$ cat config.mk
export PLATFORM = sky130hd
export DESIGN_NAME = nes_bus_bridge_flat
export DESIGN_NICKNAME = d
export VERILOG_FILES = /design/src/rtl/nes_bus_bridge_if.sv /design/src/rtl/nes_bus_bridge.sv /design/src/flat_wrapper.sv
export SDC_FILE = /design/constraint.sdc
export NUM_CORES = 1
export LEC_CHECK = 0
export CORE_MARGIN = 2
export CORE_UTILIZATION = 40
export CTS_CLUSTER_DIAMETER = 80
export DETAILED_ROUTE_END_ITERATION = 10
export PLACE_DENSITY = 0.8
export SLEW_MARGIN = 20
export SYNTH_ARGS = -nofsm -noshare
export SYNTH_HDL_FRONTEND = slang
export SYNTH_SLANG_ARGS = --single-unit
$ cat constraint.sdc
create_clock -name NES_clk -period 2.25 [get_ports NES_clk]
set_input_delay 0.225 -clock NES_clk [delete_from_list [all_inputs] [get_ports NES_clk]]
set_output_delay 0.225 -clock NES_clk [all_outputs]
set_load 0.05 [all_outputs]
$ cat src/rtl/nes_bus_bridge_if.sv
// Bus bundle for nes_bus_bridge: 6502-side access port, slave channel bus and IRQ lines.
// The bridge takes the master modport (it masters the slave channels); CPU/slave models take slave.
interface nes_bus_bridge_if #(
  parameter int unsigned DT_SZ = 8,
  parameter int unsigned AD_SZ = 16,
  parameter int unsigned N_CH  = 4
);
  logic                    cpu_req;
  logic [AD_SZ-1:0]        cpu_addr;
  logic                    cpu_r_bw;
  logic [DT_SZ-1:0]        cpu_wdata;
  logic [DT_SZ-1:0]        cpu_rdata;
  logic                    cpu_rdy;
  logic                    cpu_done;
  logic                    bus_err;
  logic                    err_clr;
  logic [N_CH-1:0]         s_cs;
  logic [AD_SZ-1:0]        s_addr;
  logic                    s_r_bw;
  logic [DT_SZ-1:0]        s_wdata;
  logic [N_CH*DT_SZ-1:0]   s_rdata;
  logic [N_CH-1:0]         s_ack;
  logic [N_CH-1:0]         irq_src;
  logic [N_CH-1:0]         irq_clr;
  logic                    b_irq;

  modport master (
    input  cpu_req, cpu_addr, cpu_r_bw, cpu_wdata, err_clr, s_rdata, s_ack, irq_src, irq_clr,
    output cpu_rdata, cpu_rdy, cpu_done, bus_err, s_cs, s_addr, s_r_bw, s_wdata, b_irq
  );

  modport slave (
    output cpu_req, cpu_addr, cpu_r_bw, cpu_wdata, err_clr, s_rdata, s_ack, irq_src, irq_clr,
    input  cpu_rdata, cpu_rdy, cpu_done, bus_err, s_cs, s_addr, s_r_bw, s_wdata, b_irq
  );
endinterface

$ cat src/rtl/nes_bus_bridge.sv
// NES CPU-to-peripheral bus bridge: one-hot channel select, wait/timeout FSM, open-bus latch.
// Define NES_BUS_IRQ_EN to build the per-channel edge-triggered IRQ pending logic.
module nes_bus_bridge #(
  parameter int unsigned DT_SZ   = 8,
  parameter int unsigned AD_SZ   = 16,
  parameter int unsigned N_CH    = 4,
  parameter int unsigned TIMEOUT = 15
) (
  input logic             NES_clk,
  input logic             NES_rst,
  nes_bus_bridge_if.master bus
);

  localparam int unsigned SelW = $clog2(N_CH);
  localparam int unsigned CntW = ($clog2(TIMEOUT) > 4) ? $clog2(TIMEOUT) : 4;

  typedef enum logic [1:0] {StIdle, StAccess, StDone} state_e;

  state_e           state_q, state_d;
  logic [SelW-1:0]  sel_q, sel_d;
  logic [CntW-1:0]  cnt_q, cnt_d;
  logic [AD_SZ-1:0] addr_q, addr_d;
  logic             r_bw_q, r_bw_d;
  logic [DT_SZ-1:0] wdata_q, wdata_d;
  logic [DT_SZ-1:0] rdata_q, rdata_d;
  logic [N_CH-1:0]  cs_q, cs_d;
  logic             err_q, err_d;
  logic [SelW-1:0]  req_sel;
  logic [DT_SZ-1:0] rd_sel;
  logic             ack_sel;

  assign req_sel = bus.cpu_addr[AD_SZ-1 -: SelW];
  assign ack_sel = bus.s_ack[sel_q];

  always_comb begin
    rd_sel = '0;
    for (int i = 0; i < N_CH; i++) begin
      if (sel_q == SelW'(i)) rd_sel = bus.s_rdata[i*DT_SZ +: DT_SZ];
    end
  end

  always_comb begin
    state_d = state_q;
    sel_d   = sel_q;
    cnt_d   = cnt_q;
    addr_d  = addr_q;
    r_bw_d  = r_bw_q;
    wdata_d = wdata_q;
    rdata_d = rdata_q;
    cs_d    = cs_q;
    err_d   = err_q & ~bus.err_clr;
    unique case (state_q)
      StIdle: begin
        if (bus.cpu_req) begin
          addr_d        = bus.cpu_addr;
          r_bw_d        = bus.cpu_r_bw;
          wdata_d       = bus.cpu_wdata;
          sel_d         = req_sel;
          cnt_d         = '0;
          cs_d          = '0;
          cs_d[req_sel] = 1'b1;
          state_d       = StAccess;
        end
      end
      StAccess: begin
        cnt_d = cnt_q + 1'b1;
        // Ack is checked first so an ack on the final allowed cycle is never an error.
        if (ack_sel) begin
          rdata_d = r_bw_q ? rd_sel : wdata_q;
          cs_d    = '0;
          state_d = StDone;
        end else if (cnt_q == CntW'(TIMEOUT - 1)) begin
          err_d   = 1'b1;
          cs_d    = '0;
          state_d = StDone;
        end
      end
      StDone: begin
        cnt_d   = '0;
        state_d = StIdle;
      end
      default: state_d = StIdle;
    endcase
  end

  always_ff @(posedge NES_clk or posedge NES_rst) begin
    if (NES_rst) begin
      state_q <= StIdle;
      sel_q   <= '0;
      cnt_q   <= '0;
      addr_q  <= '0;
      r_bw_q  <= 1'b1;
      wdata_q <= '0;
      rdata_q <= '0;
      cs_q    <= '0;
      err_q   <= 1'b0;
    end else begin
      state_q <= state_d;
      sel_q   <= sel_d;
      cnt_q   <= cnt_d;
      addr_q  <= addr_d;
      r_bw_q  <= r_bw_d;
      wdata_q <= wdata_d;
      rdata_q <= rdata_d;
      cs_q    <= cs_d;
      err_q   <= err_d;
    end
  end

  assign bus.cpu_rdata = rdata_q;
  assign bus.cpu_rdy   = (state_q != StAccess);
  assign bus.cpu_done  = (state_q == StDone);
  assign bus.bus_err   = err_q;
  assign bus.s_cs      = cs_q;
  assign bus.s_addr    = addr_q;
  assign bus.s_r_bw    = r_bw_q;
  assign bus.s_wdata   = wdata_q;

`ifdef NES_BUS_IRQ_EN
  logic [N_CH-1:0] irq_src_q;
  logic [N_CH-1:0] pend_q, pend_d;
  logic            b_irq_q;

  // A rising edge sets after the clear is applied, so set wins on collision.
  assign pend_d = (pend_q & ~bus.irq_clr) | (bus.irq_src & ~irq_src_q);

  always_ff @(posedge NES_clk or posedge NES_rst) begin
    if (NES_rst) begin
      irq_src_q <= '0;
      pend_q    <= '0;
      b_irq_q   <= 1'b1;
    end else begin
      irq_src_q <= bus.irq_src;
      pend_q    <= pend_d;
      b_irq_q   <= ~|pend_q;
    end
  end

  assign bus.b_irq = b_irq_q;
`else
  logic unused_irq;
  assign unused_irq = ^{bus.irq_src, bus.irq_clr};
  assign bus.b_irq  = 1'b1;
`endif

endmodule

$ cat src/flat_wrapper.sv
// flat-port wrapper written by rule: the top's interface ports become plain ports
module nes_bus_bridge_flat 
#(
  parameter int unsigned DT_SZ   = 8,
  parameter int unsigned AD_SZ   = 16,
  parameter int unsigned N_CH    = 4,
  parameter int unsigned TIMEOUT = 15
)
  (NES_clk, NES_rst, bus_cpu_req, bus_cpu_addr, bus_cpu_r_bw, bus_cpu_wdata, bus_err_clr, bus_s_rdata, bus_s_ack, bus_irq_src, bus_irq_clr, bus_cpu_rdata, bus_cpu_rdy, bus_cpu_done, bus_bus_err, bus_s_cs, bus_s_addr, bus_s_r_bw, bus_s_wdata, bus_b_irq);
  nes_bus_bridge_if #(.DT_SZ(DT_SZ), .AD_SZ(AD_SZ), .N_CH(N_CH)) bus_i ();
  input logic NES_clk;
  input logic NES_rst;
  input wire logic [$bits(bus_i.cpu_req)-1:0] bus_cpu_req;
  input wire logic [$bits(bus_i.cpu_addr)-1:0] bus_cpu_addr;
  input wire logic [$bits(bus_i.cpu_r_bw)-1:0] bus_cpu_r_bw;
  input wire logic [$bits(bus_i.cpu_wdata)-1:0] bus_cpu_wdata;
  input wire logic [$bits(bus_i.err_clr)-1:0] bus_err_clr;
  input wire logic [$bits(bus_i.s_rdata)-1:0] bus_s_rdata;
  input wire logic [$bits(bus_i.s_ack)-1:0] bus_s_ack;
  input wire logic [$bits(bus_i.irq_src)-1:0] bus_irq_src;
  input wire logic [$bits(bus_i.irq_clr)-1:0] bus_irq_clr;
  output wire logic [$bits(bus_i.cpu_rdata)-1:0] bus_cpu_rdata;
  output wire logic [$bits(bus_i.cpu_rdy)-1:0] bus_cpu_rdy;
  output wire logic [$bits(bus_i.cpu_done)-1:0] bus_cpu_done;
  output wire logic [$bits(bus_i.bus_err)-1:0] bus_bus_err;
  output wire logic [$bits(bus_i.s_cs)-1:0] bus_s_cs;
  output wire logic [$bits(bus_i.s_addr)-1:0] bus_s_addr;
  output wire logic [$bits(bus_i.s_r_bw)-1:0] bus_s_r_bw;
  output wire logic [$bits(bus_i.s_wdata)-1:0] bus_s_wdata;
  output wire logic [$bits(bus_i.b_irq)-1:0] bus_b_irq;
  assign bus_i.cpu_req = bus_cpu_req;
  assign bus_i.cpu_addr = bus_cpu_addr;
  assign bus_i.cpu_r_bw = bus_cpu_r_bw;
  assign bus_i.cpu_wdata = bus_cpu_wdata;
  assign bus_i.err_clr = bus_err_clr;
  assign bus_i.s_rdata = bus_s_rdata;
  assign bus_i.s_ack = bus_s_ack;
  assign bus_i.irq_src = bus_irq_src;
  assign bus_i.irq_clr = bus_irq_clr;
  assign bus_cpu_rdata = bus_i.cpu_rdata;
  assign bus_cpu_rdy = bus_i.cpu_rdy;
  assign bus_cpu_done = bus_i.cpu_done;
  assign bus_bus_err = bus_i.bus_err;
  assign bus_s_cs = bus_i.s_cs;
  assign bus_s_addr = bus_i.s_addr;
  assign bus_s_r_bw = bus_i.s_r_bw;
  assign bus_s_wdata = bus_i.s_wdata;
  assign bus_b_irq = bus_i.b_irq;
  nes_bus_bridge #(.DT_SZ(DT_SZ), .AD_SZ(AD_SZ), .N_CH(N_CH), .TIMEOUT(TIMEOUT)) u_core (.NES_clk(NES_clk), .NES_rst(NES_rst), .bus(bus_i));
endmodule
### Yosys cells after proc, flatten, opt, wreduce, memory -nomap -nowiden

Index checks and enable logic that the tools add are counted.

| word-level totals | value |
|---|---|
| register bits after elaboration | 46 |
| logic and storage cells | 56 |

| cells by class | value |
|---|---|
| $add $sub $neg | 1 |
| $lt $le $gt $ge | 3 |
| equal/unequal tests | 9 |
| multiplexer cells | 22 |
| bitwise logic cells | 2 |
| reductions and logical operators | 10 |

Operator list:

| operator | number |
|---|---|
| $mux 8 | 5 |
| $mux 4 | 4 |
| $pmux 4 s3 | 1 |
| $pmux 4 s2 | 1 |
| $reduce_and 2->1 | 4 |
| $eq 2x2->1 const B | 3 |
| $lt 2x3->1 const B | 2 |
| $mux 2 | 3 |
| $mux 1 | 5 |
| $add 4x1->4 const B | 1 |
| $eq 2x1->1 const B | 2 |
| $eq 4x4->1 const B | 1 |
| $logic_not 2->1 | 2 |
| $pmux 2 s2 | 1 |
| $ne 3x1->1 const B | 1 |
| $reduce_and 3->1 | 1 |
| $reduce_bool 3->1 | 1 |
| $bmux 1 s2 | 1 |
| $demux 1 s2 | 1 |
| $ge 2x1->1 const B | 1 |
| $ne 2x1->1 const B | 1 |
| $ne 2x2->1 const B | 1 |
| $reduce_bool 2->1 | 1 |
| $and 1x1->1 | 1 |
| other kinds (2) | 2 |

### Longest topological paths before layout

| depth | value |
|---|---|
| word-level depth | 6 |
| depth in mapped cells | 6 |
| mapped depth without buffers | 5 |

### Worst setup path before layout

Ideal clock, no wire load.

| path | value |
|---|---|
| path type | reg2reg |
| start point | reg u_core.bus.s_addr[14] (netlist name) |
| end point | reg u_core.rdata_q[0] (netlist: u_core.bus.cpu_rdata[0]) |
| library setup time | 125 ps |
| arrival | 1906 ps |
| required time | 2125 ps |
| setup slack | 219 ps |
| stages on the path, launching flop included | 5 |
| path buffers | 1 |
| clock period less this slack | 2031 ps |
| path through | dfrtp_1 buf_6 mux4_2 mux2_2 mux2_4 |

RTL lines:

| element | line | source |
|---|---|---|
| end signal: assignment | nes_bus_bridge.sv:104 | `rdata_q <= rdata_d;` |
| end: declaration | nes_bus_bridge.sv:25 | `logic [DT_SZ-1:0] rdata_q, rdata_d;` |

==> flow_summary.ini <==
[clock_tree]
cts_tree = yes
postCtsSetupBuffers = 0
htree_levels = 2
ctsResizeCount = 0
clk_latency_ns = 0.30
hold_buffers = 0
cts_num_sinks = 44
clkTransAtPathRegs_ns = 0.09
clockRootBuffer = clkbuf_8
numCtsBuffers = 5
cts_max_path_buffers = 2

[synthesis]
yosysSeqAreaShare_pct = 49.30
synthTopCellsByArea = dfrtp_1, mux2_2, mux4_2
yosysMostFrequentCell = dfrtp_1
postSynthCellCount = 159
synthTopCellsByCount = dfrtp_1, mux2_2, inv_1
ys.flop_type = dfrtp_1
synth_cell_types = 40
syn-num-nets = 234
yosysTopAreaCell = dfrtp_1
synth_area_um2 = 2236
avgSynthCellArea_um2 = 14.06
yosysWarnings = 0
synth_seq_cells = 44
post-synth-top-area-fraction_pct = 48.13
async_reset_ff_share_pct = 100.0
synth_edf_count = 0

[worst_setup_path]
end_kind = primary output
reg2regPathDepth = 4
critPathSlowestCell = clkdlybuf4s50_1
crit_required_ns = 2.03
slowest_delay_ns = 0.91
regToRegStartpoint = u_core.bus.s_addr[14]
path_buf_inv = 1
arrival_ns = 1.94
r2r_end = u_core.bus.cpu_rdata[6]
critPathTopFamily = buffers and inverters
startpoint_type = register
crit_type = reg2out
path_cells = clkdlybuf4s50_1
crit_fanout = 13
reg2reg_setup_slack_ns = 0.27

[global_route]
first_global_vias = 1849
grt_overflow = 0
groute.usage.overall_pct = 18.51
grt_max_degree = 36
grt_pass1_wl_um = 8887
antenna_found_initial = 0

[finish]
nNetsFinal = 343
antenna_cells = 0
drive_gt1_share_pct = 26.02
post-route-util_pct = 64.57
fin_cells = 341
areaGrowthSynthToFinish_pct = 57.08

[die]
ioPinCount = 114
die_area_um2 = 6204
chipWidth_um = 78.77
core_um2 = 5439
start_util_pct = 41.11
fp.dieH_um = 78.77
num_rows = 27

[run_status]
status = complete, no violations

[detailed_routing]
drtAntennaViolNets = 0
vias = 1740
wl_um = 5635
drtIter0Drc = 36
drtPass1Iterations = 4
wire_per_inst_um = 16.52
vias_per_cell = 5.103
post-route-drc-count = 0

[power]
power_w = 0.005739
powerDensity_nw_per_um2 = 1634
vdd_ir_drop_max_mv = 0.8317
cellLeakagePower_nw = 1.418

[min_path]
hold_class = in2async

[timing]
max_freq_mhz = 462.7
finClkSkew_ns = 0.005682
max_slew.worst_pin.slew_ns = 0.7457
fin_tns_setup_ns = 0
maxSlewHeadroom_pct = 50.22
min_period_ns = 2.161
setup_viol = 0
finalHoldViolCount = 0
drv_slew = 0
post-route-period-util_pct = 96.06
rsz0062_at_grt = no

[placement]
dpl.cell_count = 333
detailed_place_hpwl_um = 4226
gp_congestion = 0.7322
io_buffers = 104

[flow_run]
maxCapViolCount = 0
-- cells in the final DEF (no fill, tap or decap), drive strengths merged, types with 3 or more instances in the layout --
| master | count |
|---|---|
| dfrtp | 43 |
| nand2b | 5 |
| clkbuf | 6 |
| nand2 | 3 |
| inv | 9 |
| buf | 9 |
| mux4 | 9 |
| clkdlybuf4s50 | 103 |
| o21ai | 4 |
| mux2 | 41 |
-- sequential cells by signal (all words and copies together) (netlist names) --
signal	count
u_core.bus.cpu_rdata	8
u_core.bus.bus_err	1
u_core.cnt_q	4
u_core.bus.s_addr	15
u_core.sel_q	1
u_core.bus.s_wdata	8
u_core.state_q	2
u_core.bus.s_cs	4
u_core.bus.s_r_bw	1
-- cell families (layout without fill, tap and decap cells) --
group | after synthesis | after routing | share of synthesized area [%]
multiplexers | 52 | 52 | 32.12
other | 1 | 1 | 0.1677
buffers and inverters | 19 | 129 | 4.309
AO/OA/AOI/OAI | 18 | 18 | 6.548
AND/OR/NAND/NOR | 22 | 22 | 6.044
XOR/XNOR | 1 | 1 | 0.3918
adder cells (fa/ha/maj) | 2 | 2 | 1.119
flip-flops | 44 | 44 | 49.30
-- power by group --
group	internal [W]	total, W	leakage (nW)	switching (W)
registers	0.00118	0.00154	0.532	0.000367
logic	0.00155	0.00348	0.820	0.00193
clock network	0.000444	0.000714	0.0654	0.000270
total	0.00317	0.00574	1.42	0.00257
-- area by class of cell --
class / count / area [um2]
flip-flops and latches: 44 / 1102
clock buffers: 6 / 72.57
multi-input cells: 96 / 1042
repair buffers: 112 / 1111
inverters: 9 / 33.78
well taps: 72 / 90.09
clock inverters: 2 / 60.06
fillers: 435 / 1927
-- stage by stage --
| stage | hold slack, ns | worst slack (ns) | area, um2 |
|---|---|---|---|
| floorplan | 0.3286 | 0.2192 | 2236 |
| global placement | 0.4891 | 0.2913 | 3379 |
| detailed placement | 0.4948 | 0.2495 | 3379 |
| CTS | 0.3872 | 0.06435 | 3512 |
| global route | 0.4318 | 0.01981 | 3512 |
| finish | 0.3666 | 0.08854 | 3512 |
-- layer usage --
layer | GRT usage [%] | up-vias | part of all wire, %
li1 | - | 796 | -
met3 | 4.659 | 5 | 8.0
met5 | 0 | - | 0
met1 | 21.97 | 868 | 41
met4 | 6.316 | 0 | 1.1
met2 | 32.65 | 71 | 50
-- how the worst max path moves through the flow --
stage                                     start                      end  slack [ns]  cells past startpoint
after CTS                       u_core.sel_q[1]           bus_s_addr[15]        0.06                      1
after floorplan           u_core.bus.s_addr[14]  u_core.bus.cpu_rdata[0]        0.22                      4
after global routing            u_core.sel_q[1]           bus_s_addr[15]        0.02                      1
final                           u_core.sel_q[1]           bus_s_addr[15]        0.09                      1
after detailed placement  u_core.bus.s_addr[14]  u_core.bus.cpu_rdata[4]        0.25                      4
after global placement    u_core.bus.s_addr[14]  u_core.bus.cpu_rdata[0]        0.29                      4
(Power assumes the default switching activity.)
